$ cat config.mk
export PLATFORM = sky130hd
export DESIGN_NAME = seg_scan_ctrl
export DESIGN_NICKNAME = d
export VERILOG_FILES = /design/src/rtl/seg_pkg.sv /design/src/rtl/seg7_decode.sv /design/src/rtl/seg_scan_ctrl.sv
export SDC_FILE = /design/constraint.sdc
export NUM_CORES = 1
export LEC_CHECK = 0
export BUFFER_PORTS_ARGS = -buffer_cell sky130_fd_sc_hd__buf_2
export CORE_UTILIZATION = 30
export CTS_CLUSTER_SIZE = 14
export DETAILED_ROUTE_END_ITERATION = 8
export PLACE_DENSITY_LB_ADDON = 0.05
export REMOVE_ABC_BUFFERS = 1
export SLEW_MARGIN = 5
export SYNTH_ARGS = -nofsm -noshare
export SYNTH_HDL_FRONTEND = slang
export SYNTH_HIERARCHICAL = 1
export SYNTH_SLANG_ARGS = --single-unit
$ cat constraint.sdc
create_clock -name clk -period 6.24 [get_ports clk]
set_input_delay 0.624 -clock clk [delete_from_list [all_inputs] [get_ports clk]]
set_output_delay 0.624 -clock clk [all_outputs]
set_load 0.02 [all_outputs]
$ cat src/rtl/seg_pkg.sv
// Shared types and segment codes for the seven-segment scan controller.
package seg_pkg;

  // Active-low segment codes, bit order {a,b,c,d,e,f,g}
  localparam logic [6:0] SEG_BLANK = 7'b1111111;
  localparam logic [6:0] SEG_0     = 7'b0000001;
  localparam logic [6:0] SEG_1     = 7'b1001111;
  localparam logic [6:0] SEG_2     = 7'b0010010;
  localparam logic [6:0] SEG_3     = 7'b0000110;
  localparam logic [6:0] SEG_4     = 7'b1001100;
  localparam logic [6:0] SEG_5     = 7'b0100100;
  localparam logic [6:0] SEG_6     = 7'b0100000;
  localparam logic [6:0] SEG_7     = 7'b0001111;
  localparam logic [6:0] SEG_8     = 7'b0000000;
  localparam logic [6:0] SEG_9     = 7'b0000100;

  typedef enum logic [1:0] {
    IDLE,
    SHOW,
    BLANK
  } scan_state_t;

endpackage

$ cat src/rtl/seg7_decode.sv
// BCD to active-low seven-segment decoder; codes 10..15 render blank.
module seg7_decode
  import seg_pkg::*;
(
  input  logic [3:0] i_bcd,
  output logic [6:0] o_seg
);

  // Pure table lookup
  always_comb begin
    o_seg = SEG_BLANK;
    case (i_bcd)
      4'd0:    o_seg = SEG_0;
      4'd1:    o_seg = SEG_1;
      4'd2:    o_seg = SEG_2;
      4'd3:    o_seg = SEG_3;
      4'd4:    o_seg = SEG_4;
      4'd5:    o_seg = SEG_5;
      4'd6:    o_seg = SEG_6;
      4'd7:    o_seg = SEG_7;
      4'd8:    o_seg = SEG_8;
      4'd9:    o_seg = SEG_9;
      default: o_seg = SEG_BLANK;
    endcase
  end

endmodule

$ cat src/rtl/seg_scan_ctrl.sv
// Time-multiplexed scan controller for a common-anode seven-segment bank.
//
// state | meaning
// ------+-----------------------------------------------------------
// IDLE  | scan disabled, display dark, idx held at 0
// SHOW  | digit idx lit for PRESCALE cycles
// BLANK | all anodes off for BLANK_CYCLES cycles (idx already advanced)
//
// Outputs are registered from next-state/next-idx so the pins move on the
// same edge as the state. Segment data comes from the current register
// file, so a write to the lit digit shows one cycle after its write edge.
module seg_scan_ctrl
  import seg_pkg::*;
#(
  parameter int NUM_DIGITS   = 4,
  parameter int PRESCALE     = 1000,
  parameter int BLANK_CYCLES = 8
) (
  input  logic                          clk,
  input  logic                          rst_n,
  input  logic                          en,
  input  logic                          lz_blank,
  input  logic                          wr_en,
  input  logic [$clog2(NUM_DIGITS)-1:0] wr_addr,
  input  logic [3:0]                    wr_data,
  input  logic                          wr_dp,
  output logic [NUM_DIGITS-1:0]         an_n,
  output logic [6:0]                    seg,
  output logic                          dp_n,
  output logic                          frame_tick
);

  localparam int AW      = $clog2(NUM_DIGITS);
  localparam int CNT_MAX = (PRESCALE > BLANK_CYCLES) ? PRESCALE : BLANK_CYCLES;
  localparam int CW      = (CNT_MAX > 1) ? $clog2(CNT_MAX) : 1;

  localparam logic [CW-1:0] PRE_LOAD = CW'(PRESCALE - 1);
  localparam logic [CW-1:0] BLK_LOAD = (BLANK_CYCLES > 0) ? CW'(BLANK_CYCLES - 1) : '0;
  localparam logic [AW-1:0] LAST_IDX = AW'(NUM_DIGITS - 1);

  scan_state_t r_state;
  scan_state_t w_state_nxt;
  logic [AW-1:0] r_idx;
  logic [AW-1:0] w_idx_nxt;
  logic [CW-1:0] r_cnt;
  logic [CW-1:0] w_cnt_nxt;
  logic          w_wrap;

  logic [NUM_DIGITS-1:0][3:0] r_digit;
  logic [NUM_DIGITS-1:0]      r_dp;

  logic [NUM_DIGITS-1:0] w_lz_mask;
  logic                  w_zero_above;
  logic [NUM_DIGITS-1:0] w_an_onehot;
  logic [3:0]            w_dec_in;
  logic [6:0]            w_seg_dec;

  logic [NUM_DIGITS-1:0] r_an_n;
  logic [6:0]            r_seg;
  logic                  r_dp_n;
  logic                  r_frame_tick;

  // Digit register file; out-of-range addresses are dropped
  always_ff @(posedge clk or negedge rst_n) begin
    if (!rst_n) begin
      r_digit <= '0;
      r_dp    <= '0;
    end else if (wr_en && (int'(wr_addr) < NUM_DIGITS)) begin
      r_digit[wr_addr] <= wr_data;
      r_dp[wr_addr]    <= wr_dp;
    end
  end

  // State, index and slot down-counter
  always_ff @(posedge clk or negedge rst_n) begin
    if (!rst_n) begin
      r_state <= IDLE;
      r_idx   <= '0;
      r_cnt   <= '0;
    end else begin
      r_state <= w_state_nxt;
      r_idx   <= w_idx_nxt;
      r_cnt   <= w_cnt_nxt;
    end
  end

  // Next-state: slot timing, index advance and wrap detection
  always_comb begin
    w_state_nxt = r_state;
    w_idx_nxt   = r_idx;
    w_cnt_nxt   = r_cnt;
    w_wrap      = 1'b0;
    if (!en) begin
      w_state_nxt = IDLE;
      w_idx_nxt   = '0;
      w_cnt_nxt   = '0;
    end else begin
      case (r_state)
        IDLE: begin
          w_state_nxt = SHOW;
          w_idx_nxt   = '0;
          w_cnt_nxt   = PRE_LOAD;
        end
        SHOW: begin
          if (r_cnt == '0) begin
            w_wrap    = (r_idx == LAST_IDX);
            w_idx_nxt = w_wrap ? '0 : r_idx + AW'(1);
            if (BLANK_CYCLES == 0) begin
              w_state_nxt = SHOW;
              w_cnt_nxt   = PRE_LOAD;
            end else begin
              w_state_nxt = BLANK;
              w_cnt_nxt   = BLK_LOAD;
            end
          end else begin
            w_cnt_nxt = r_cnt - CW'(1);
          end
        end
        BLANK: begin
          if (r_cnt == '0) begin
            w_state_nxt = SHOW;
            w_cnt_nxt   = PRE_LOAD;
          end else begin
            w_cnt_nxt = r_cnt - CW'(1);
          end
        end
        default: begin
          w_state_nxt = IDLE;
          w_idx_nxt   = '0;
          w_cnt_nxt   = '0;
        end
      endcase
    end
  end

  // Leading-zero mask: bit i set when digit i and every digit above it are 0
  always_comb begin
    w_lz_mask    = '0;
    w_zero_above = 1'b1;
    for (int i = NUM_DIGITS - 1; i >= 1; i--) begin
      w_zero_above = w_zero_above & (r_digit[i] == 4'd0);
      w_lz_mask[i] = w_zero_above;
    end
  end

  // Select the digit that will be lit after this edge
  always_comb begin
    w_an_onehot            = '0;
    w_an_onehot[w_idx_nxt] = 1'b1;
    w_dec_in               = (lz_blank && w_lz_mask[w_idx_nxt]) ? 4'hF : r_digit[w_idx_nxt];
  end

  seg7_decode u_decode (
    .i_bcd (w_dec_in),
    .o_seg (w_seg_dec)
  );

  // Registered pin drivers, dark unless the next state is SHOW
  always_ff @(posedge clk or negedge rst_n) begin
    if (!rst_n) begin
      r_an_n       <= '1;
      r_seg        <= SEG_BLANK;
      r_dp_n       <= 1'b1;
      r_frame_tick <= 1'b0;
    end else begin
      r_frame_tick <= w_wrap;
      if (w_state_nxt == SHOW) begin
        r_an_n <= ~w_an_onehot;
        r_seg  <= w_seg_dec;
        r_dp_n <= ~r_dp[w_idx_nxt];
      end else begin
        r_an_n <= '1;
        r_seg  <= SEG_BLANK;
        r_dp_n <= 1'b1;
      end
    end
  end

  assign an_n       = r_an_n;
  assign seg        = r_seg;
  assign dp_n       = r_dp_n;
  assign frame_tick = r_frame_tick;

endmodule

# ---- After elaboration in Yosys (flattened, before gate mapping)
# Memories as Yosys holds them, arrays and structs flattened.
# Index checks and enable logic that the tools add are counted.
dict set report totals {
  reg_bits 47
  out_inout_bits 13
  inputBits 12
  latchBits 0
  ram_bits 0
  n_memories 1
  romBits 112
}
# memory words word_bits rd rd_ports_with_merged_regs write_ports line
set memory_table {}
lappend memory_table {{(no name shown)} 16 7 1 0 0 seg7_decode.sv:12} ;# case (i_bcd)
dict set report classes {
  n_lt_le_gt_ge 4
  reduce_logical 8
  div 0
  bitwise 4
  shift 0
  eq_ne 4
  n_mux 33
  multipliers 0
  n_addsub 2
}
# cell n
set op_table {}
lappend op_table {{$mux W10} 3}
lappend op_table {{$pmux W10 S3} 1}
lappend op_table {{$bwmux W16} 1}
lappend op_table {{$mux W4} 4}
lappend op_table {{$logic_not A4 Y1} 3}
lappend op_table {{$mux W2} 6}
lappend op_table {{$logic_not A10 Y1} 1}
lappend op_table {{$sub A10 B1 Y10 const B} 1}
lappend op_table {{$bmux W4 S2} 1}
lappend op_table {{$demux W4 S2} 1}
lappend op_table {{$mux W1} 8}
lappend op_table {{$mux W7} 1}
lappend op_table {{$lt A2 B3 Y1 const B} 2}
lappend op_table {{$pmux W2 S3} 1}
lappend op_table {{$bmux W1 S2} 2}
lappend op_table {{$bwmux W4} 1}
lappend op_table {{$demux W1 S2} 2}
lappend op_table {{$eq A2 B1 Y1 const B} 2}
lappend op_table {{$eq A2 B2 Y1 const B} 2}
lappend op_table {{$ge A2 B1 Y1 const B} 2}
lappend op_table {{$not A4 Y4} 1}
lappend op_table {{$pmux W2 S2} 1}
lappend op_table {{$logic_and A1 B1 Y1} 3}
lappend op_table {{$add A2 B1 Y2 const B} 1}
lappend op_table {{other kinds (3)} 4}

# ---- Longest topological paths before layout
# Gate-level depths: netlist of run 1.
dict set report logic_depth {
  word_depth 11
  depth_mapped 15
}

# ---- Modules after synthesis
# Netlist of run 1, hierarchy kept.
# module area_per_inst_um2 n_inst seq_area_each_um2 cells_each
set modules_own_cells {}
lappend modules_own_cells {seg_scan_ctrl 2274.7 1 1191.1 191}
lappend modules_own_cells {seg7_decode 210.2 1 0.0 33}

# ---- Worst setup path before layout of run 1
# Ideal clock, no wire load.
dict set report synth_path {
  path_kind {flip-flop to flip-flop}
  start {register r_cnt[0]}
  end {register r_seg[3] (netlist: seg[3])}
  arrival_time_ps 3473
  setup_ps 84
  required_ps 6156
  path_stages_with_launch 16
  setup_slack_ps 2683
  cell_sequence {dfrtp_1 -> inv_1 -> ha_1 -> or4b_1 -> buf_2 -> or3_4 -> mux2_4 -> inv_1 -> o21ai_0 -> a32oi_1 -> inv_1 -> ha_1 -> or2_1 -> a21oi_2 -> a31oi_1 -> or2_2}
}
dict set report synth_via {
  elab_chain_len 10
}
# item line
set synth_lines {}
lappend synth_lines {{start, declared} seg_scan_ctrl.sv:45} ;# logic [CW-1:0] r_cnt;
lappend synth_lines {{start signal, assigned} seg_scan_ctrl.sv:83} ;# r_cnt <= w_cnt_nxt;
lappend synth_lines {{$logic_not A10 Y1 (*)} seg_scan_ctrl.sv:105} ;# if (r_cnt == '0) begin
lappend synth_lines {{$mux W2 (*)} seg_scan_ctrl.sv:105}
lappend synth_lines {{$pmux W2 S2 (*)} seg_scan_ctrl.sv:98} ;# case (r_state)
lappend synth_lines {{$mux W2 (*)} seg_scan_ctrl.sv:93} ;# if (!en) begin
lappend synth_lines {{named net w_idx_nxt[0]} seg_scan_ctrl.sv:44} ;# logic [AW-1:0] w_idx_nxt;
lappend synth_lines {{$bmux W1 S2} seg_scan_ctrl.sv:150} ;# w_dec_in = (lz_blank && w_lz_mask[w_idx_nxt]) ? 4'hF : r_digit[w_idx_nxt];
lappend synth_lines {{$mux W1 (implied by the code)} seg_scan_ctrl.sv:150}
lappend synth_lines {{$logic_and A1 B1 Y1} seg_scan_ctrl.sv:150}
lappend synth_lines {{$mux W4 (*)} seg_scan_ctrl.sv:150}
lappend synth_lines {{named net w_dec_in[1]} seg_scan_ctrl.sv:55} ;# logic [3:0] w_dec_in;
lappend synth_lines {{$mem_v2 Z16 W7 (*)} n/a}
lappend synth_lines {{named net w_seg_dec[3]} seg_scan_ctrl.sv:56} ;# logic [6:0] w_seg_dec;
lappend synth_lines {{$mux W7 (*)} seg_scan_ctrl.sv:167} ;# if (w_state_nxt == SHOW) begin
lappend synth_lines {{end signal, assigned} seg_scan_ctrl.sv:169} ;# r_seg <= w_seg_dec;
lappend synth_lines {{end, declared} seg_scan_ctrl.sv:59} ;# logic [6:0] r_seg;
# Mark *: on every way through the listed nets, which the timed path passes. The rest lies on a longest branch. The select of a mux whose other input is x is not followed.
# A chain may end at the register's enable or synchronous reset.

# ---- Final worst setup path of run 1
dict set report layout_path {
  start {register r_cnt[2]}
  end {register r_seg[3] (netlist: seg[3])}
}
# Same word-level chain as after synthesis.

==> summary.txt, run 1 <==
Route
  – DRT Wirelength: 4910 um
  – Initial DRC count: 70
  – Detailed-route via count: 1684
  – Pre-antenna DRT Iters: 4
  – Met2 wire len: 2000 um
  – DR vias/cell: 4.78
  – Antenna viol nets, final: 0
  – Met3 wire len: 184 um
  – Drc violations: 0
  – Metal-1 WL: 2640 um
  – Max Used Layer: met4
  – Drt wl/cell: 13.9 um

STA
  – Final worst path period share: 65.4%
  – Worst-Margin Slew: 1.00 ns
  – Worst relative slew slack: 32.7%
  – Final setup TNS: 0 ns
  – RSZ-0062 raised after global routing: false
  – Tmin final: 4.08 ns
  – Final Skew: 0.00840 ns
  – Final setup vio count: 0
  – Final worst slack: 2.16 ns
  – Slew Viols, Final: 0
  – Hold Fails Final Rpt: 0
  – Max frequency: 245 MHz

Job
  – Max-cap viol count: 0

Clock tree
  – Skew-Pair Late Insertion Delay: 0.30 ns
  – H-tree depth: 2
  – Post-cts resize count: 0
  – Number of buffers created by CTS: 5
  – Worst-path clk slew: 0.09 ns
  – Hold_buf cts: 0
  – Post-CTS Setup Inserts: 0
  – CTS tree: yes
  – # clock sinks: 47
  – CTS max path bufs: 2
  – Clk root buf: clkbuf_8

Synthesis
  – Simple-Gate Fraction of Synth Area: 15.1%
  – Sequential-to-total area share from yosys stat: 47.9%
  – Post-synthesis compound-gate area fraction: 11.1%
  – Synth area leaders: dfrtp_1, dfstp_2, mux2_2
  – XOR/XNOR Fraction of Synth Area: 2.11%
  – Mapped Cells: 224
  – Post-synth top area cell: dfrtp_1
  – Post-synth EDFFs: 0
  – Largest family of logic cells by synthesized area: simple AND/OR/NAND/NOR gates
  – Post-synthesis mux area share: 14.1%
  – Async SR Flop Fraction: 100%
  – Synth Warn #: 6
  – Syn Area/Cell: 11.1 um^2
  – Count of state elements after synthesis: 47
  – Post-synth cell types: 48
  – Synthesized area: 2480 um^2
  – Post-Synth Adder-Cell Area: 6.04%
  – Yosys top cell area share: 35.2%
  – Ys flop type: dfrtp_1

Layout
  – Commonest non-fill, non-tap cell in the layout: dfrtp_1
  – Diodes inserted: 0
  – Post-route standard cell area excluding fillers: 2810 um^2
  – FILL cells: 768
  – Most frequent cells in the layout: dfrtp_1, buf_2, mux2_2
  – Nets: 273
  – Layout area overhead: 13.1%
  – Share of layout cells above drive strength 1: 32.8%

Floorplanning
  – Die height: 93.0 um
  – Starting density of the core: 31.5%
  – Die Area: 8650 um^2
  – IO Pins: 25
  – Die Width: 93.0 um
  – Core Box Area: 7890 um^2
  – Site Rows: 32

Global route
  – First-pass GRT wire length: 8380 um
  – Vias in the first global route: 1588
  – GR Overflow Total: 0
  – Largest net degree at the start of global routing: 48
  – GRT Total Usage: 12.7%
  – Initial antenna violation count: 0

Critical path
  – CP max stage delay: 0.73 ns
  – Buf/Inv on CP: 2
  – Critical path required time: 6.48 ns
  – Critical Path Start Type: register
  – CP arrival: 4.32 ns
  – Worst-path fanout max: 11
  – Reg-to-Reg Start: r_cnt[2]
  – Crit path max-delay family: simple AND/OR/NAND/NOR gates
  – CP most frequent cell: inv_1
  – Setup crit start: r_cnt[2]
  – CP Cell Sequence: or4_1 -> or3_4 -> mux2_4 -> inv_1 -> o21ai_0 -> a32oi_1 -> inv_1 -> ha_1 -> or2_1 -> a21oi_2 -> a31oi_1 -> or2_2
  – Crit Path Category: register to register
  – Crit. End Element: register
  – Crit path max-delay cell type: or4_1

Pwr
  – PwrDens: 282 nW/um^2
  – LEAKAGE: 1.27 nW
  – Tot Pwr: 0.000793 W
  – Worst vdd ir: 0.0882 mV

Run status
  – Status: complete, no violations

Placed design
  – Hpwl dp: 3580 um
  – GPL Wtd Cong: 0.714
  – Cell Area, Placed: 2700 um^2
  – Place WS: 2.16 ns
  – IO Port Bufs: 24

Worst hold path
  – Worst min path class: input port to asynchronous set/reset pin
[state kept, by name, indices dropped and copies added (netlist names)]
name,count
an_n,4
dp_n,1
frame_tick,1
r_cnt,10
r_digit,16
r_dp,4
r_idx,2
r_state,2
seg,7
[Yosys cell counts, types with 3 or more instances]
cell type	n
dfstp_2	12
mux2_2	20
a32oi_1	4
ha_1	12
nand3_1	3
o21ai_0	14
xor2_1	5
nand2b_1	5
nand2_1	10
inv_1	11
nor4_1	6
buf_2	3
a21oi_1	5
nor3_1	4
mux2_4	3
nor2_1	18
and2_1	3
or2_2	9
dfrtp_1	35
mux2i_1	8
[through the flow]
| step | hold slack [ns] | util [%] | instances |
|---|---|---|---|
| after floorplan | 0.328 | - | 217 |
| after global placement | 0.493 | 34.2 | 344 |
| after detailed placement | 0.497 | 34.2 | 344 |
| after CTS | 0.425 | 35.6 | 352 |
| after global routing | 0.449 | 35.6 | 352 |
| final | 0.405 | 35.6 | 352 |
[metal layers]
| layer | track usage (%) | up-vias |
|---|---|---|
| met5 | 0 | - |
| met4 | 4.23 | 0 |
| met2 | 17.3 | 30 |
| li1 | - | 845 |
| met3 | 3.25 | 7 |
| met1 | 19.2 | 802 |
[kinds of logic (layout without fill, tap and decap cells)]
group / Yosys count / count (layout)
flip-flops: 47 / 47
buffers and inverters: 19 / 45
adder cells (fa/ha/maj): 12 / 12
AO/OA/AOI/OAI: 39 / 39
multiplexers: 31 / 31
XOR/XNOR: 6 / 6
AND/OR/NAND/NOR: 70 / 70
[power breakdown]
| part | total [W] | switching (W) | internal (W) |
|---|---|---|---|
| clock | 0.000231 | 0.000110 | 0.000122 |
| combinational | 0.000179 | 0.0000985 | 0.0000801 |
| sequential | 0.000383 | 0.0000293 | 0.000354 |
| total | 0.000793 | 0.000238 | 0.000555 |
[final timing paths]
check,depth (start not counted),endpoint,slack [ns]
min in group clk,1,r_digit[3],0.51
worst min-delay path,2,r_cnt[6],0.40
max in group asynchronous,2,r_dp[0],5.42
worst min register to register,1,r_digit[3],0.51
worst max-delay path,12,seg[3],2.16
worst max register to register,12,seg[3],2.16
[cell type report]
class,count,area [um^2],area share (%)
Multi-Input combinational cell,158,1200,42.8
Sequential cell,47,1190,42.4
Timing Repair Buffer,25,128,4.54
Tap cell,102,128,4.54
Clock buffer,5,68.8,2.45
Clock inverter,3,47.5,1.69
Inverter,12,45.0,1.60
(Power assumes the default switching activity.)
==> inputs of run 2 (changes only) <==
--- a/config.mk
+++ b/config.mk
@@ -5,6 +5,7 @@
 export SDC_FILE = /design/constraint.sdc
 export NUM_CORES = 1
 export LEC_CHECK = 0
+export ABC_AREA = 1
 export BUFFER_PORTS_ARGS = -buffer_cell sky130_fd_sc_hd__buf_2
 export CORE_UTILIZATION = 30
 export CTS_CLUSTER_SIZE = 14
==> constraint.sdc (replaced) <==
create_clock -name clk -period 3.8 [get_ports clk]
set_input_delay 0.38 -clock clk [delete_from_list [all_inputs] [get_ports clk]]
set_output_delay 0.38 -clock clk [all_outputs]
set_load 0.02 [all_outputs]
==> summary.txt, run 2 <==
Synthesis
  – Synth top cells by count: nand2_1, inv_1, dfrtp_1
  – Post-synth EDFFs: 0
  – Yosys top cell area share: 33.5%
  – Async SR Flop Fraction: 100%
  – Post-synth top area cell: dfrtp_1
  – Ys flop type: dfrtp_1
  – Synth area leaders: dfrtp_1, nand2_1, dfstp_2
  – Mapped Cells: 318
  – Count of state elements after synthesis: 47
  – Post-synth cell types: 29
  – Most frequent cell after synthesis: nand2_1
  – Synthesized area: 2610 um^2
  – Sequential-to-total area share from yosys stat: 45.6%
  – Syn Area/Cell: 8.22 um^2
  – Synth Warn #: 6

Layout
  – Largest Register: r_digit
  – Layout Cells excl Fill: 453
  – Most frequent cells in the layout: nand2_1, inv_1, dfrtp_1
  – Max FFs per register: 16
  – Area of the multi-input gates: 1230 um^2
  – Register area: 1190 um^2
  – Diodes inserted: 0
  – Commonest non-fill, non-tap cell in the layout: nand2_1
  – Layout area overhead: 12.7%
  – FILL cells: 921
  – Nets: 371
  – Share of layout cells above drive strength 1: 20.4%
  – Post-route standard cell area excluding fillers: 2950 um^2

Route
  – Antenna viol nets, final: 0
  – DR vias/cell: 4.51
  – Detailed-route via count: 2042
  – Initial DRC count: 74
  – Pre-antenna DRT Iters: 4
  – Drt wl/cell: 12.7 um
  – DRT Wirelength: 5770 um
  – Drc violations: 0

Critical path
  – Critical path required time: 4.02 ns
  – Setup crit end: seg[3]
  – CP most frequent cell: nand2_1
  – Crit path max-delay cell type: dfrtp_1
  – Crit. End Element: register
  – Setup crit start: r_state[1]
  – Critical Path Start Type: register
  – CP max stage delay: 0.40 ns
  – Worst-case reg-to-reg path depth: 19
  – Reg2reg end: seg[3]
  – CP Cell Sequence: inv_1 -> ha_1 -> nor2_1 -> inv_1 -> nand3_2 -> nand2_2 -> nand2_4 -> inv_2 -> nand3_1 -> nand2_1 -> nand2_2 -> nand2_1 -> inv_1 -> ha_1 -> nand2_1 -> nand3_1 -> nand2_1 -> inv_1 -> nand2_1
  – R2R Setup Slk: 1.05 ns
  – Reg-to-Reg Start: r_state[1]
  – CP arrival: 2.97 ns
  – Crit Path Category: register to register
  – Worst-path fanout max: 12

Placed design
  – Placed cell count: 445
  – Place WS: 1.02 ns
  – GPL Wtd Cong: 0.795
  – IO Port Bufs: 24
  – Hpwl dp: 4380 um
  – Cell Area, Placed: 2850 um^2

STA
  – Hold slack: 0.0364 ns
  – Final worst path period share: 72.3%
  – Final setup vio count: 0
  – RSZ-0062 raised after global routing: false
  – Worst-Margin Slew: 0.521 ns
  – Final worst slack: 1.05 ns
  – Worst relative slew slack: 65.2%
  – Tmin final: 2.75 ns
  – Max frequency: 364 MHz
  – Slew Viols, Final: 0
  – Hold Fails Final Rpt: 0
  – Final setup TNS: 0 ns
  – Final Skew: 0.00906 ns

Clock tree
  – Post-CTS Setup Inserts: 0
  – Post-cts resize count: 0
  – CTS max path bufs: 2
  – Clk root buf: clkbuf_8
  – H-tree depth: 2
  – Number of buffers created by CTS: 5
  – CTS tree: yes
  – Hold_buf cts: 0
  – # clock sinks: 47
  – Skew-Pair Late Insertion Delay: 0.30 ns
  – Worst-path clk slew: 0.09 ns

Pwr
  – Worst vdd ir: 0.111 mV
  – LEAKAGE: 1.50 nW
  – PwrDens: 425 nW/um^2

Global route
  – Initial antenna violation count: 0
  – GR Overflow Total: 0
  – Largest net degree at the start of global routing: 27
  – First-pass GRT wire length: 9840 um
  – Vias in the first global route: 1952
  – GRT Total Usage: 14.5%

Floorplanning
  – Site Rows: 33
  – Starting density of the core: 31.3%
  – Die Width: 95.3 um
  – IO Pins: 25
  – Die Area: 9090 um^2
  – Die height: 95.3 um
  – Core Box Area: 8340 um^2

Job
  – Max-cap viol count: 0

Worst hold path
  – Worst min path class: input port to asynchronous set/reset pin

Run status
  – Status: complete, no violations
==> run 2: cell count changes after synthesis, sizes merged, moves of 4 or more <==
cell,before,now
nand2,10,91
inv,12,44
nand3,3,31
mux2,23,0
o21ai,15,31
nand4,0,14
or2,10,0
mux2i,8,0
nor2,18,26
nand2b,5,0
a32oi,4,0
and2,4,0
xor2,5,1
==> run 2: cells by family after synthesis <==
group	synth area share (%)
AOI/OAI and AO/OA	8.00
xor gates and xnor gates	1.01
adders and majority gates	5.75
buffers and inverters	7.47
DFF	45.6
and+or+nand+nor	32.2
==> run 2: stage by stage <==
stage,utilization [%],total power [W]
2_1_floorplan,-,0.000838
6_report,35.3,0.00125
3_5_place_dp,34.1,0.000927
3_3_place_gp,34.1,0.000933
4_1_cts,35.3,0.00128
5_1_grt,35.3,0.00135
==> run 2: layout make-up <==
class / count / area share, %
sequential: 47 / 40.4
timing repair buffer: 25 / 4.33
clock buffer: 8 / 3.40
inverter: 45 / 5.73
tap: 105 / 4.46
multi-input combinational: 223 / 41.6
==> run 2: where the power goes <==
part / internal, W / switching [W] / leakage [nW] / total, W
Combinational: 0.000102 / 0.000193 / 0.880 / 0.000295
Clock: 0.000166 / 0.000173 / 0.0515 / 0.000339
Sequential: 0.000573 / 0.0000456 / 0.571 / 0.000618
Total: 0.000841 / 0.000411 / 1.50 / 0.00125
==> run 2: worst min-delay path by stage <==
stage,from,to,slack (ns)
finish,rst_n,r_cnt[3],0.04
global placement,rst_n,r_cnt[3],0.39
detailed placement,rst_n,r_cnt[3],0.39
floorplan,rst_n,frame_tick,0.08
global route,rst_n,r_cnt[3],0.06
CTS,rst_n,r_cnt[8],0.05
==> run 2: critical path: cells and delay by family, from the launching register on <==
family / cells / cell delay (ns)
adders and majority gates: 2 / 0.59
buffers and inverters: 5 / 0.51
DFF: 1 / 0.40
and+or+nand+nor: 12 / 1.17
==> run 2: layer usage <==
layer / GRT usage (%) / vias to the layer above / wire (um)
met2: 22.9 / 36 / 2560
li1: - / 1086 / -
met4: 5.81 / 0 / 118
met5: 0 / - / 0
met1: 19.4 / 909 / 2930
met3: 2.95 / 11 / 169
==> inputs of run 3 (changes only) <==
==> constraint.sdc (replaced) <==
create_clock -name clk -period 2.8 [get_ports clk]
set_input_delay 0.28 -clock clk [delete_from_list [all_inputs] [get_ports clk]]
set_output_delay 0.28 -clock clk [all_outputs]
set_load 0.02 [all_outputs]
==> summary.txt, run 3 (same netlist as run 2, synthesis figures left out) <==
Clock tree
  – Skew-Pair Late Insertion Delay: 0.31 ns
  – Clk root buf: clkbuf_8
  – CTS tree: yes
  – Worst-path clk slew: 0.08 ns
  – H-tree depth: 2
  – CTS max path bufs: 2
  – # clock sinks: 47
  – Number of buffers created by CTS: 5

Placed design
  – Cell Area, Placed: 2880 um^2
  – IO Port Bufs: 24
  – GPL Wtd Cong: 0.788
  – Hpwl dp: 4340 um

Route
  – DR vias/cell: 4.60
  – Drt wl/cell: 12.9 um
  – Drc violations: 0
  – Max Used Layer: met4
  – Detailed-route via count: 2186
  – Met2 wire len: 2720 um
  – DRT Wirelength: 6110 um
  – Antenna viol nets, final: 0
  – Pre-antenna DRT Iters: 4
  – Met3 wire len: 208 um
  – Metal-1 WL: 3070 um
  – Initial DRC count: 57

Layout
  – Layout area overhead: 21.4%
  – Nets: 393
  – FILL cells: 874
  – Share of layout cells above drive strength 1: 27.8%
  – Largest Register: r_digit
  – Post-route standard cell area excluding fillers: 3170 um^2
  – Most frequent cells in the layout: nand2_1, inv_1, dfrtp_1
  – Max FFs per register: 16
  – Diodes inserted: 0
  – Commonest non-fill, non-tap cell in the layout: nand2_1

Critical path
  – CP arrival: 2.77 ns
  – CP max stage delay: 0.38 ns
  – Buf/Inv on CP: 6
  – Crit path max-delay cell type: dfrtp_1
  – Critical Path Start Type: register
  – Crit path max-delay family: simple AND/OR/NAND/NOR gates
  – Crit Path Category: register to register
  – Worst-path fanout max: 6
  – Critical path required time: 3.05 ns
  – CP most frequent cell: nand2_1
  – R2R Setup Slk: 0.28 ns
  – CP Cell Sequence: inv_1 -> buf_4 -> ha_1 -> nand2_1 -> clkinvlp_4 -> buf_6 -> nand4_1 -> nand2_1 -> nor2_2 -> nand2_4 -> inv_1 -> ha_1 -> nand2_1 -> nand3_1 -> nand2_1 -> inv_1 -> nand2_1
  – Crit. End Element: register

STA
  – Worst relative slew slack: 37.3%
  – Worst-Margin Slew: 0.940 ns
  – Max frequency: 396 MHz
  – Hold slack: 0.123 ns
  – Final setup TNS: 0 ns
  – Hold Fails Final Rpt: 0
  – Slew Viols, Final: 0
  – Tmin final: 2.52 ns
  – Final Skew: 0.0117 ns
  – Final worst path period share: 90.1%
  – Final setup vio count: 0
  – RSZ-0062 raised after global routing: false

Floorplanning
  – Core Box Area: 8340 um^2
  – Starting density of the core: 31.3%
  – Die height: 95.3 um
  – Site Rows: 33
  – Die Area: 9090 um^2
  – IO Pins: 25
  – Die Width: 95.3 um

Global route
  – Largest net degree at the start of global routing: 42
  – Vias in the first global route: 2052
  – GRT Total Usage: 14.9%
  – First-pass GRT wire length: 10300 um
  – GR Overflow Total: 0
  – Initial antenna violation count: 0

Pwr
  – Worst vdd ir: 0.223 mV
  – PwrDens: 561 nW/um^2
  – LEAKAGE: 1.60 nW

Job
  – Max-cap viol count: 0

Run status
  – Status: complete, no violations

Worst hold path
  – Worst min path class: input port to asynchronous set/reset pin
==> run 3: stage by stage <==
| stage | utilization, % | total power (W) | instances | setup WS, ns |
|---|---|---|---|---|
| after floorplan | - | 0.00114 | 315 | 0.365 |
| after global placement | 34.5 | 0.00127 | 449 | 0.185 |
| after detailed placement | 34.5 | 0.00126 | 449 | 0.0864 |
| after CTS | 35.7 | 0.00177 | 457 | 0.0691 |
| after global routing | 38.0 | 0.00191 | 475 | 0.000375 |
| final | 38.0 | 0.00178 | 475 | 0.277 |
==> run 3: final timing paths <==
| check | end | cells after the start | from |
|---|---|---|---|
| max in group asynchronous | seg[3] | 2 | rst_n |
| hold reg to reg | r_digit[1] | 2 | r_digit[1] |
| setup reg to reg | seg[3] | 17 | r_state[1] |
| hold / removal | r_cnt[4] | 1 | rst_n |
| setup / recovery | seg[3] | 17 | r_state[1] |
| min in group clk | frame_tick | 3 | en |
==> run 3: final cells by class <==
class	instances	area, um^2	share of cell area [%]
Tap cell	105	131	4.14
Multi-Input combinational cell	225	1290	40.7
Clock buffer	7	76.3	2.41
Sequential cell	47	1190	37.6
Inverter	45	173	5.44
Timing Repair Buffer	45	279	8.80
Clock inverter	1	30.0	0.947
==> run 3: timing repair <==
action                     CTS  global route
setup buffers                0            15
resized for setup            0            16
hold buffers                 0             0
setup endpoints to repair    0             7
==> run 3: layer usage <==
| metal | GRT usage, % | vias to the layer above |
|---|---|---|
| met5 | 0 | - |
| met4 | 4.92 | 0 |
| met3 | 2.87 | 8 |
| met2 | 23.7 | 40 |
| li1 | - | 1132 |
| met1 | 20.2 | 1006 |
==> run 3: report_power, final <==
part	total, W	switching (W)	internal, W
Clock	0.000500	0.000233	0.000268
Combinational	0.000441	0.000279	0.000162
Sequential	0.000838	0.0000611	0.000777
Total	0.00178	0.000573	0.00121
==> run 3: worst register-to-register path: stages (launching register included) <==
cell        delay, ns
dfrtp_1          0.38
inv_1            0.07
buf_4            0.14
ha_1             0.26
nand2_1          0.11
clkinvlp_4       0.23
buf_6            0.21
nand4_1          0.10
nand2_1          0.09
nor2_2           0.16
nand2_4          0.08
inv_1            0.10
ha_1             0.23
nand2_1          0.08
nand3_1          0.08
nand2_1          0.06
inv_1            0.04
nand2_1          0.05
